`src/rtl/loader_pkg.sv`:
```
// rtl/loader_pkg.sv - shared state codes, frame constants and strobe helper for the boot loader
package loader_pkg;

   typedef logic [2:0] loader_state_t;

   localparam loader_state_t ST_SYNC  = 3'd0;
   localparam loader_state_t ST_LEN   = 3'd1;
   localparam loader_state_t ST_DATA  = 3'd2;
   localparam loader_state_t ST_WRITE = 3'd3;
   localparam loader_state_t ST_CSUM  = 3'd4;
   localparam loader_state_t ST_NAK   = 3'd5;
   localparam loader_state_t ST_DONE  = 3'd6;

   localparam logic [7:0] DEF_SYNC_BYTE = 8'hA5;
   localparam logic [7:0] DEF_ACK_NAK   = 8'h15;

   // One-hot byte-lane enable for a lane index within a 32-bit word.
   function automatic logic [3:0] lane_strobe(input logic [1:0] lane);
      lane_strobe = 4'b0001 << lane;
   endfunction

endpackage

```
`src/rtl/uart_byte_port.sv`:
```
// rtl/uart_byte_port.sv - turns read/write byte requests into the uart valid/ready/wmask handshake
//
// Ports:
//   clk, reset           clock, synchronous active-high reset
//   rd_req, wr_req       level requests from the frame FSM (wr_req wins if both set)
//   wr_data              byte to transmit on a write request
//   uart_valid/ready     handshake with the uart peripheral
//   uart_wmask           1 = transmit, 0 = read
//   uart_wdata           transmit byte, held stable while valid
//   uart_rdata           received byte from the uart
//   byte_done            one-cycle pulse in the cycle a transfer completes
//   byte_data            received byte accompanying byte_done
module uart_byte_port
   import loader_pkg::*;
(
   input  logic       clk,
   input  logic       reset,
   input  logic       rd_req,
   input  logic       wr_req,
   input  logic [7:0] wr_data,
   output logic       uart_valid,
   input  logic       uart_ready,
   output logic       uart_wmask,
   output logic [7:0] uart_wdata,
   input  logic [7:0] uart_rdata,
   output logic       byte_done,
   output logic [7:0] byte_data
);

   // Completion is reported combinationally so the FSM advances on the
   // completing edge itself; the data is only meaningful with byte_done.
   assign byte_done = uart_valid && uart_ready;
   assign byte_data = uart_rdata;

   // A new request is only launched from idle, so valid always drops for one
   // cycle after a completion and the FSM state has settled before reissue.
   always_ff @(posedge clk) begin
      if (reset) begin
         uart_valid <= 1'b0;
         uart_wmask <= 1'b0;
         uart_wdata <= 8'h00;
      end else if (uart_valid) begin
         if (uart_ready)
            uart_valid <= 1'b0;
      end else if (rd_req || wr_req) begin
         uart_valid <= 1'b1;
         uart_wmask <= wr_req;
         uart_wdata <= wr_req ? wr_data : 8'h00;
      end
   end

endmodule

```
`src/rtl/uart_boot_loader.sv`:
```
// rtl/uart_boot_loader.sv - receives a framed image over the uart, writes it to memory, replies with a checksum
//
// Ports:
//   clk, reset                    clock, synchronous active-high reset
//   uart_valid/ready/wmask        byte interface towards the uart peripheral
//   uart_wdata/rdata              transmit / receive bytes
//   mem_valid/ready               memory write handshake
//   mem_addr/wdata/wstrb          word-aligned write, little-endian lanes
//   cpu_reset                     holds the CPU in reset until loading finishes
//   done                          image loaded and checksum sent
module uart_boot_loader
   import loader_pkg::*;
#(
   parameter logic [31:0] BASE_ADDR = 32'h0000_0000,
   parameter logic [31:0] MAX_LEN   = 32'h0001_0000,
   parameter logic [7:0]  SYNC_BYTE = DEF_SYNC_BYTE,
   parameter logic [7:0]  ACK_NAK   = DEF_ACK_NAK
)
(
   input  logic        clk,
   input  logic        reset,
   output logic        uart_valid,
   input  logic        uart_ready,
   output logic        uart_wmask,
   output logic [7:0]  uart_wdata,
   input  logic [7:0]  uart_rdata,
   output logic        mem_valid,
   input  logic        mem_ready,
   output logic [31:0] mem_addr,
   output logic [31:0] mem_wdata,
   output logic [3:0]  mem_wstrb,
   output logic        cpu_reset,
   output logic        done
);

   loader_state_t state;
   logic [31:0]   length;
   logic [31:0]   idx;
   logic [1:0]    len_cnt;
   logic [7:0]    csum;
   logic [31:0]   word_buf;
   logic [3:0]    word_strb;

   logic          rd_req;
   logic          wr_req;
   logic [7:0]    wr_data;
   logic          byte_done;
   logic [7:0]    byte_data;

   logic [31:0]   len_shift;
   logic [1:0]    lane;
   logic [31:0]   word_nx;
   logic [3:0]    strb_nx;
   logic          last_byte;

   always_comb begin
      rd_req  = (state == ST_SYNC) || (state == ST_LEN) || (state == ST_DATA);
      wr_req  = (state == ST_CSUM) || (state == ST_NAK);
      wr_data = (state == ST_CSUM) ? csum : ACK_NAK;
   end

   // Length arrives LSB first: shifting each byte in from the top leaves
   // byte 0 in bits [7:0] after the fourth byte.
   always_comb begin
      len_shift = {byte_data, length[31:8]};
      lane      = idx[1:0];
      word_nx   = word_buf | ({24'h0, byte_data} << {lane, 3'b000});
      strb_nx   = word_strb | lane_strobe(lane);
      last_byte = (idx == length - 32'd1);
   end

   uart_byte_port u_port (
      .clk        (clk),
      .reset      (reset),
      .rd_req     (rd_req),
      .wr_req     (wr_req),
      .wr_data    (wr_data),
      .uart_valid (uart_valid),
      .uart_ready (uart_ready),
      .uart_wmask (uart_wmask),
      .uart_wdata (uart_wdata),
      .uart_rdata (uart_rdata),
      .byte_done  (byte_done),
      .byte_data  (byte_data)
   );

   always_ff @(posedge clk) begin
      if (reset) begin
         state     <= ST_SYNC;
         length    <= 32'h0;
         idx       <= 32'h0;
         len_cnt   <= 2'd0;
         csum      <= 8'h00;
         word_buf  <= 32'h0;
         word_strb <= 4'h0;
         mem_valid <= 1'b0;
         mem_addr  <= BASE_ADDR;
         mem_wdata <= 32'h0;
         mem_wstrb <= 4'h0;
         cpu_reset <= 1'b1;
         done      <= 1'b0;
      end else begin
         case (state)
            ST_SYNC: begin
               if (byte_done && byte_data == SYNC_BYTE) begin
                  state     <= ST_LEN;
                  len_cnt   <= 2'd0;
                  length    <= 32'h0;
                  csum      <= 8'h00;
                  word_buf  <= 32'h0;
                  word_strb <= 4'h0;
               end
            end
            ST_LEN: begin
               if (byte_done) begin
                  length  <= len_shift;
                  len_cnt <= len_cnt + 2'd1;
                  if (len_cnt == 2'd3) begin
                     idx <= 32'h0;
                     if (len_shift > MAX_LEN)
                        state <= ST_NAK;
                     else if (len_shift == 32'h0)
                        state <= ST_CSUM;
                     else
                        state <= ST_DATA;
                  end
               end
            end
            ST_DATA: begin
               if (byte_done) begin
                  csum <= csum + byte_data;
                  if (lane == 2'd3 || last_byte) begin
                     state     <= ST_WRITE;
                     word_buf  <= word_nx;
                     word_strb <= strb_nx;
                     mem_valid <= 1'b1;
                     mem_addr  <= BASE_ADDR + {idx[31:2], 2'b00};
                     mem_wdata <= word_nx;
                     mem_wstrb <= strb_nx;
                  end else begin
                     word_buf  <= word_nx;
                     word_strb <= strb_nx;
                     idx       <= idx + 32'd1;
                  end
               end
            end
            ST_WRITE: begin
               if (mem_ready) begin
                  mem_valid <= 1'b0;
                  word_buf  <= 32'h0;
                  word_strb <= 4'h0;
                  if (last_byte) begin
                     state <= ST_CSUM;
                  end else begin
                     idx   <= idx + 32'd1;
                     state <= ST_DATA;
                  end
               end
            end
            ST_CSUM: begin
               if (byte_done) begin
                  state     <= ST_DONE;
                  done      <= 1'b1;
                  cpu_reset <= 1'b0;
               end
            end
            ST_NAK: begin
               if (byte_done)
                  state <= ST_SYNC;
            end
            ST_DONE: begin
               done      <= 1'b1;
               cpu_reset <= 1'b0;
            end
            default: state <= ST_SYNC;
         endcase
      end
   end

endmodule
```
`config.mk`:
```
export PLATFORM = sky130hd
export DESIGN_NAME = uart_boot_loader
export DESIGN_NICKNAME = d
export VERILOG_FILES = /design/src/rtl/loader_pkg.sv /design/src/rtl/uart_byte_port.sv /design/src/rtl/uart_boot_loader.sv
export SDC_FILE = /design/constraint.sdc
export NUM_CORES = 1
export LEC_CHECK = 0
export CAP_MARGIN = 30
export CORE_AREA = 3 3 151 153
export CTS_BUF_LIST = sky130_fd_sc_hd__clkbuf_4 sky130_fd_sc_hd__clkbuf_8
export DETAILED_ROUTE_END_ITERATION = 6
export DIE_AREA = 0 0 154 156
export SLEW_MARGIN = 5
export SYNTH_ARGS = -nofsm -noshare
export SYNTH_HDL_FRONTEND = slang
export SYNTH_SLANG_ARGS = --single-unit
```
`constraint.sdc`:
```
create_clock -name clk -period 4.9 [get_ports clk]
set_input_delay 0.49 -clock clk [delete_from_list [all_inputs] [get_ports clk]]
set_output_delay 0.49 -clock clk [all_outputs]
set_load 0.005 [all_outputs]
```
# == Word-level counts from Yosys, hierarchy flattened ==
# Index checks and enable logic that the tools add are counted.
# classes
addsub,4
n_lt_le_gt_ge,1
n_eq_ne,20
shift,2
mux,48
bitwise,4
reduce_logical,24
# ops
op,n
$mux 32,10
$pmux 32 s3,2
$pmux 32 s2,1
$mux 3,11
$add 32x1->32 const B,1
$eq 32x32->1,1
$gt 32x17->1 const B,1
$logic_not 32->1,1
$mux 8,4
$or 32x32->32,1
$shl 8x5->32,1
$sub 32x1->32 const B,1
$pmux 3 s7,1
$pmux 8 s2,1
$ne 2x2->1 const B,7
$mux 4,3
$pmux 4 s3,1
$eq 3x3->1 const B,3
$reduce_and 3->1,3
$reduce_and 9->1,1
$add 8x8->8,1
$eq 8x8->1 const B,1
$mux 1,8
$reduce_and 4->1,2
18 further kinds,36
# word_totals
reg_bits,192
input_bits,12
elab_cells,119

# == Logic depth before layout (Yosys ltp) ==
# Gate-level depths: netlist of run 1.
# depth
ltp_word,6
depth_mapped,14
mapped_depth_nobuf,11

# == By module ==
# A second synthesis of run 1 with hierarchy kept.
# unflattened
cells_unflattened,1115
hier_area_um2,9143.8
# by_module_without_submodules
mod,n_inst,cells_each,area_each_um2,seq_area_each_um2
uart_boot_loader,1,1071,8733.4,3643.5
uart_byte_port,1,44,410.4,200.2

# == Least setup slack after synthesis of run 1 ==
# No wires, ideal clock.
# synth_path
path_kind,reg2reg
start,reg length[21]
end,reg mem_addr[17]
setup_ns,0.128
arrival_time_ns,3.395
path_slack_ns,1.378
path_stages_with_launch,13
synth_period_minus_slack_ns,3.522
cell_sequence,dfxtp_1 > or4_1 > nor4_1 > mux2i_1 > a31oi_1 > or4_1 > or4_1 > buf_2 > a21boi_4 > buf_6 > buf_8 > mux2i_1 > nor2_1
# synth_between
elab_chain_len,4
# synth_rtl
element,line,rtl
start: declaration,uart_boot_loader.sv:37,logic [31:0] length;
start signal: assignment,uart_boot_loader.sv:116,length <= len_shift;
$sub 32x1->32,uart_boot_loader.sv:69,last_byte = (idx == length - 32'd1);
$eq 32x32->1,uart_boot_loader.sv:69,
$logic_or 1x1->1,uart_boot_loader.sv:132,if (lane == 2'd3 || last_byte) begin
$reduce_and 3->1 (no line),n/a,
end signal: assignment,uart_boot_loader.sv:137,"mem_addr <= BASE_ADDR + {idx[31:2], 2'b00};"
end: declaration,uart_boot_loader.sv:29,"output logic [31:0] mem_addr,"
# No other way between the ends.
# A chain may end at the register's enable or synchronous reset.

# == Worst setup path in the final report of run 1 ==
# layout_path
start,reg length[0]
end,reg mem_addr[4]
# Same word-level chain as after synthesis.

==> flow_summary.rst, run 1 <==
.. list-table::
   :header-rows: 1

   * - Metric
     - Value
   * - Final Slew Violations
     - 0
   * - Post-layout min period
     - approximately 4.2 ns
   * - TritonCTS clock tree
     - built
   * - Number of gates on the worst path with buffers counted
     - 12
   * - Detailed-routing iteration count for the pre-antenna-repair pass
     - 5
   * - Post-DP HPWL
     - 17.28 mm
   * - Sum Neg Setup Slack
     - 0 ns
   * - Number of different library cells in the post-synthesis netlist
     - 66
   * - Number of antenna repair diodes
     - 0
   * - Least-Margin Pin Slew
     - about 0.92 ns
   * - Worst-case register-to-register setup slack
     - 0.72 ns
   * - Setup CP Type
     - reg -> reg
   * - Total chip power
     - 2.846 mW
   * - Average routed wire per standard cell
     - about 18 um
   * - Die area
     - about 24000 um^2
   * - Final routed wirelength across all metal layers
     - ~26 mm
   * - Pwr dens
     - 263.3 nW/um^2
   * - Share of cells above drive strength 1
     - roughly 7%
   * - Final-layout worst hold slack
     - about 0.36 ns
   * - Top fanout value on the critical path
     - 30
   * - R2r worst-path depth
     - 12
   * - Peak VDD IR
     - roughly 0.18 mV
   * - Buffer and inverter count on the worst path
     - 2
   * - Dominant cell by count in the synthesized netlist
     - dfxtp_1
   * - Hold buffer count at CTS
     - 0
   * - Number of buffers created by CTS
     - 17
   * - Number of enable flip-flop cells after synthesis
     - 0
   * - Root Driver
     - clkbuf_8
   * - Yosys warnings
     - 0
   * - Most area-consuming cells after synthesis
     - dfxtp_1, a21oi_1, nor2_1
   * - Top cell by count, worst path
     - nand4_1
   * - Post-synthesis sequential area ratio
     - roughly 41%
   * - Pin count of the biggest net entering global routing
     - between 70 and 80
   * - Postcts setup bufs
     - 0
   * - Final setup violation count
     - 0
   * - Average size of a mapped cell
     - roughly 8.2 um^2
   * - Timing-limited maximum frequency
     - about 0.24 GHz
   * - Effective utilization at floorplan
     - between 40% and 50%
   * - Worst EP arrival
     - approximately 4.5 ns
   * - Final Skew
     - about 0.033 ns
   * - Core Util, Final
     - 49.84%
   * - Library cell with the largest summed area after synthesis
     - dfxtp_1
   * - Endpoint of the worst setup timing path
     - mem_addr[4]
   * - Maximum number of buffers from clock root to sink
     - 2
   * - Initial drt markers
     - roughly 650
   * - Number of gates given a new drive strength after cts
     - 0
   * - Vias per cell
     - 5.660
   * - Worst hold path type
     - in -> reg
   * - CP cell instances
     - inv_1 > ha_1 > nor2b_1 > nand4_1 > xnor2_1 > a2111oi_0 > nand4_1 > or4_1 > a21boi_4 > buf_4 > mux2i_1 > nor2_1
   * - Most used DFF post-synth
     - dfxtp_1
   * - Async set or reset register ratio after synthesis
     - 0%
   * - Number of design rule violations left after detail routing
     - 0
   * - Kind of capture point of the worst setup path
     - flop
   * - Overall global routing resource usage
     - 21.14%
   * - Clock edge transition at the registers on the reported setup and hold paths
     - ~0.13 ns
   * - Fin nets
     - approximately 1200
   * - Number of top-level pins
     - just over 90
   * - Pleak
     - between 3 and 4 nW
   * - Worst-skew pair later-pin latency
     - 0.50 ns
   * - Routability congestion estimate
     - 0.8762
   * - Core region area
     - ~22000 um^2
   * - Seq cells post-synth
     - approximately 190
   * - Crit path max-delay family
     - simple AND/OR/NAND/NOR gates
   * - Number of nets with antenna violations after detailed routing
     - 0
   * - Result of the run
     - finished, final reports clean
   * - Number of maximum-capacitance violations
     - 0
   * - Share of the clock period used by the worst path
     - between 80 and 90%
   * - Beginning of the worst register-to-register path
     - length[0]
   * - Slowest cell on crit path
     - or4_1
   * - P&R area growth vs syn
     - 14.76%
   * - Number of hold violations in the final report
     - 0
   * - Post-Synthesis Cells
     - ~1100
   * - Reg-to-Reg End
     - mem_addr[4]
   * - Horizontal die dimension
     - 154 um
   * - Clock sink total
     - roughly 190
   * - Overflow left after global routing
     - 0
   * - Sort of element at the start of the critical path
     - flop
   * - Via count of the first global-routing pass
     - 7803
   * - # port buffers
     - 90
   * - Total standard cell area after synthesis
     - approximately 9400 um^2
   * - H-tree depth
     - 4
   * - Critical path's largest stage delay
     - approximately 0.76 ns
   * - Routed vias
     - 8292
   * - Top post-synthesis cells by count
     - dfxtp_1, nor2_1, a21oi_1, nand2_1, clkbuf_1
   * - Required arrival time at the worst endpoint
     - ~5.3 ns
   * - Number of antenna violations at the first check in global routing
     - 0
   * - Die extent in y
     - ~160 um
   * - Setup repair after global routing missed its margin
     - false
   * - Share of the synthesized area in the top cell type
     - between 40 and 50%
   * - First-pass GRT wire length
     - between 40 and 50 mm
   * - Start point of the critical path
     - length[0]
   * - Count of standard-cell rows
     - 54
   * - Relative slew margins
     - roughly two fifths
## worst reg2reg max path: stages, from the launching register on
cell and delay, ns:
dfxtp_1 0.39, inv_1 0.08, ha_1 0.29, nor2b_1 0.29
nand4_1 0.20, xnor2_1 0.20, a2111oi_0 0.54, nand4_1 0.22
or4_1 0.76, a21boi_4 0.27, buf_4 0.46, mux2i_1 0.28
nor2_1 0.05
## logic make-up (layout without fill, tap and decap cells)
logic type	after synthesis	count (layout)	synth area share, %
buffers and inverters	118	154	5.552
other	1	2	0.03981
AOI/OAI and AO/OA	265	265	18.16
adders and majority gates	14	14	1.939
DFF	192	192	40.81
and+or+nand+nor	464	464	24.16
xor gates and xnor gates	49	49	4.556
muxes	45	45	4.782
## through the flow
step                      setup slack, ns  std cells  instance area (um^2)
after floorplan                     1.378       1149                  9423
after global placement             0.8188       1433                 10350
after detailed placement           0.7822       1433                 10350
after CTS                          0.7658       1465                 10810
after global routing               0.4451       1465                 10810
final                              0.7221       1465                 10810
## final cells by class
class / instances / area [um^2]
clock buffer: 17 / 234.0
clock inverter: 15 / 220.2
fill: 2138 / 10880
inverter: 18 / 67.56
multi-input combinational: 839 / 5077
sequential: 192 / 3844
tap: 280 / 350.3
timing repair buffer: 104 / 1016
## state kept, by name (all words and copies together) (netlist names)
register           cells
length                32
u_port.uart_wmask      1
done                   1
mem_valid              1
mem_addr              30
mem_wdata             32
word_buf              32
cpu_reset              1
idx                   32
len_cnt                2
state                  3
csum                   8
mem_wstrb              4
u_port.uart_wdata      8
u_port.uart_valid      1
word_strb              4
## where the power goes
part / internal, mW / switching (mW) / total [mW]
Combinational: 0.0314 / 0.0910 / 0.122
Clock: 0.419 / 0.732 / 1.15
Sequential: 1.57 / 0.00690 / 1.57
Total: 2.02 / 0.829 / 2.85
## per-layer routing
layer	wire length, um	global-route usage [%]	vias up
met5	0	0	-
met4	371	4.920	0
met3	1263	4.716	26
met2	11990	34.09	196
met1	12020	29.08	3953
li1	-	-	4117
## layout by cell type (no fill, tap or decap), drive strengths merged, types with 13 or more instances in the layout
| cell | synthesis | final |
|---|---|---|
| or3 | 25 | 25 |
| clkdlybuf4s50 | 0 | 89 |
| buf | 24 | 15 |
| xnor2 | 32 | 32 |
| nand3 | 64 | 64 |
| nor2 | 151 | 151 |
| o21ai | 21 | 21 |
| a211oi | 40 | 40 |
| dfxtp | 192 | 192 |
| a21oi | 136 | 136 |
| xor2 | 17 | 17 |
| nor3 | 22 | 22 |
| nor4 | 26 | 26 |
| or4 | 14 | 14 |
| clkbuf | 76 | 17 |
| ha | 13 | 13 |
| inv | 18 | 26 |
| nand2 | 105 | 105 |
| mux2i | 45 | 45 |
## worst min path at each step
stage / startpoint / endpoint / slack (ns) / cells past startpoint
finish: reset / mem_addr[23] / 0.36 / 2
CTS: reset / csum[6] / 0.35 / 2
floorplan: len_cnt[1] / len_cnt[1] / 0.44 / 2
global route: reset / mem_addr[29] / 0.36 / 2
global placement: cpu_reset / cpu_reset / 0.43 / 2
detailed placement: cpu_reset / cpu_reset / 0.44 / 2
Power figures use the tool's default switching activity.
==> run 2, diff against run 1 <==
--- a/config.mk
+++ b/config.mk
@@ -6,11 +6,12 @@
 export NUM_CORES = 1
 export LEC_CHECK = 0
 export CAP_MARGIN = 30
-export CORE_AREA = 3 3 151 153
+export CORE_AREA = 3 3 149 151
 export CTS_BUF_LIST = sky130_fd_sc_hd__clkbuf_4 sky130_fd_sc_hd__clkbuf_8
 export DETAILED_ROUTE_END_ITERATION = 6
-export DIE_AREA = 0 0 154 156
+export DIE_AREA = 0 0 152 154
 export SLEW_MARGIN = 5
 export SYNTH_ARGS = -nofsm -noshare
 export SYNTH_HDL_FRONTEND = slang
+export SYNTH_HIERARCHICAL = 1
 export SYNTH_SLANG_ARGS = --single-unit
==> flow_summary.rst, run 2 <==
.. list-table::
   :header-rows: 1

   * - Metric
     - Value
   * - Result of the run
     - finished, final reports clean
   * - Required arrival time at the worst endpoint
     - approximately 5.3 ns
   * - Pwr dens
     - about 330 nW/um^2
   * - Top post-synthesis cells by count
     - dfxtp_1, nor2_1, nand2_1, a21oi_1, nor3_1
   * - Beginning of the worst register-to-register path
     - length[0]
   * - Final Skew
     - around 0.015 ns
   * - Die extent in y
     - 154 um
   * - Most used DFF post-synth
     - dfxtp_1
   * - Worst EP arrival
     - around 4.6 ns
   * - Clock sink total
     - 192
   * - First-pass GRT wire length
     - between 40 and 50 mm
   * - Core region area
     - ~21000 um^2
   * - Number of top-level pins
     - 93
   * - Sum Neg Setup Slack
     - 0 ns
   * - Library cell with the largest summed area after synthesis
     - dfxtp_1
   * - CP cell instances
     - inv_1 > ha_1 > or4b_4 > or4_1 > or4_1 > o41ai_2 > o22ai_2 > nor4_2 > buf_4 > o21a_2 > buf_12 > nor2_1 > nor3_1
   * - Root Driver
     - clkbuf_8
   * - Routability congestion estimate
     - slightly below 0.9
   * - Async set or reset register ratio after synthesis
     - 0%
   * - Clock edge transition at the registers on the reported setup and hold paths
     - roughly 0.12 ns
   * - Top fanout value on the critical path
     - 50
   * - Number of design rule violations left after detail routing
     - 0
   * - # port buffers
     - 90
   * - Worst-skew pair later-pin latency
     - ~0.49 ns
   * - Overflow left after global routing
     - 0
   * - Final setup violation count
     - 0
   * - Routed vias
     - ~8000
   * - Dpl ws
     - around 0.68 ns
   * - Postcts setup bufs
     - 0
   * - Post-synthesis sequential area ratio
     - 42.04%
   * - PnR worst setup slack
     - roughly 0.75 ns
   * - Timing-limited maximum frequency
     - 0.2410 GHz
   * - Share of the clock period used by the worst path
     - a little over four fifths
   * - Most area-consuming cells after synthesis
     - dfxtp_1, nor2_1, a21oi_1
   * - Share of cells above drive strength 1
     - just under 7%
   * - Pin count of the biggest net entering global routing
     - 54
   * - Fin nets
     - 1177
   * - Worst hold path type
     - reg -> reg
   * - Least-Margin Pin Slew
     - around 0.74 ns
   * - Dominant cell by count in the synthesized netlist
     - dfxtp_1
   * - Area occupied by multi-input gates
     - ~4800 um^2
   * - Share of the synthesized area in the top cell type
     - between 40% and 50%
   * - Relative slew margins
     - between 50% and 60%
   * - Number of hold violations in the final report
     - 0
   * - Horizontal die dimension
     - 152 um
   * - Hold buffer count at CTS
     - 0
   * - Pleak
     - 3.777 nW
   * - Leading cell type in the layout, fill and taps excluded
     - dfxtp_1
   * - Post-layout min period
     - between 4 and 5 ns
   * - Filler cell count
     - between 2000 and 2500
   * - Initial drt markers
     - approximately 510
   * - Peak VDD IR
     - around 0.18 mV
   * - Overall global routing resource usage
     - a little over a fifth
   * - Total standard cell area after synthesis
     - 9144 um^2
   * - Slowest cell on crit path
     - or4_1
   * - Setup CP Type
     - reg -> reg
   * - Vias per cell
     - approximately 5.7
   * - Kind of capture point of the worst setup path
     - flop
   * - Number of nets with antenna violations after detailed routing
     - 0
   * - H-tree depth
     - 4
   * - Maximum number of buffers from clock root to sink
     - 2
   * - Via count of the first global-routing pass
     - 7795
   * - Average routed wire per standard cell
     - around 17 um
   * - Detailed-routing iteration count for the pre-antenna-repair pass
     - 5
   * - Count of standard-cell rows
     - 53
   * - Number of maximum-capacitance violations
     - 0
   * - Die area
     - ~23000 um^2
   * - Number of antenna repair diodes
     - 0
   * - Setup repair after global routing missed its margin
     - false
   * - Effective utilization at floorplan
     - a little over two fifths
   * - P&R area growth vs syn
     - 15.65%
   * - Number of gates given a new drive strength after cts
     - 0
   * - TritonCTS clock tree
     - built
   * - Number of enable flip-flop cells after synthesis
     - 0
   * - Number of different library cells in the post-synthesis netlist
     - 73
   * - Final Slew Violations
     - 0
   * - Average size of a mapped cell
     - just over 8 um^2
   * - Critical path's largest stage delay
     - around 0.6 ns
   * - Post-Synthesis Cells
     - about 1100
   * - Number of buffers created by CTS
     - 17
   * - Top cell by count, worst path
     - or4_1
   * - Startpoint of the tightest hold check path
     - mem_addr[11]
   * - Post-DP HPWL
     - 17.11 mm
   * - Combined flip-flop and latch cell area
     - between 3000 and 4000 um^2
   * - Sort of element at the start of the critical path
     - flop
   * - Number of antenna violations at the first check in global routing
     - 0
   * - Start point of the critical path
     - length[0]
   * - Worst-case register-to-register setup slack
     - 0.75 ns
   * - Final routed wirelength across all metal layers
     - between 20 and 30 mm
   * - Yosys warnings
     - 6
   * - Seq cells post-synth
     - between 150 and 200
   * - Commonest cells after routing, fill and taps aside
     - dfxtp_1, nor2_1, nand2_1, a21oi_1, clkdlybuf4s50_1
   * - Core Util, Final
     - ~50%
[run 2: critical path: cells and delay by family, from the launching register on]
kind / cells / cell delay [ns]
buffers and inverters: 3 / 0.60
AND/OR/NAND/NOR: 6 / 2.22
flip-flops: 1 / 0.38
adder cells (fa/ha/maj): 1 / 0.23
AO/OA/AOI/OAI: 3 / 0.63
[run 2: cells by family (layout without fill, tap and decap cells)]
logic type / after synthesis / in the layout / share of synthesized area [%]
AOI/OAI and AO/OA: 258 / 258 / 19.05
DFF: 192 / 192 / 42.04
adders and majority gates: 14 / 14 / 1.998
other: 1 / 2 / 0.04101
xor gates and xnor gates: 47 / 47 / 4.502
muxes: 13 / 13 / 1.450
buffers and inverters: 113 / 161 / 5.925
and+or+nand+nor: 477 / 477 / 25.00
[run 2: where the power goes]
part           leakage (nW)  switching (mW)  total, mW  internal, mW
combinational          2.01           0.431      0.660         0.229
clock                 0.220           0.689       1.14         0.449
sequential             1.55          0.0591       1.67          1.61
[run 2: final timing paths]
| kind | depth (start not counted) | endpoint |
|---|---|---|
| setup / recovery | 13 | mem_wdata[19] |
| hold / removal | 2 | mem_addr[11] |
| setup reg to reg | 13 | mem_wdata[19] |
| hold reg to reg | 2 | mem_addr[11] |
[run 2: per-stage QoR]
stage                     hold slack [ns]  cell area (um^2)  cells  power [mW]
after global placement             0.4438             10090   1405       2.316
after floorplan                    0.4374              9148   1116       2.145
after CTS                          0.4624             10560   1438       3.495
final                              0.4608             10580   1439       3.466
after detailed placement           0.4441             10110   1406       2.363
after global routing               0.4575             10580   1439       3.639
[run 2: routing by layer]
metal	vias up	global-route usage (%)	wire length, um
met4	0	6.164	528
li1	4036	-	-
met1	3881	28.54	11520
met3	39	5.038	1110
met2	204	34.95	11970
met5	-	0	0
[run 2: layout make-up]
class,instances,area share [%]
Clock buffer,17,2.212
Sequential cell,192,36.35
Inverter,17,0.6034
Clock inverter,15,1.964
Tap cell,275,3.254
Multi-Input combinational cell,811,45.14
Timing Repair Buffer,112,10.48
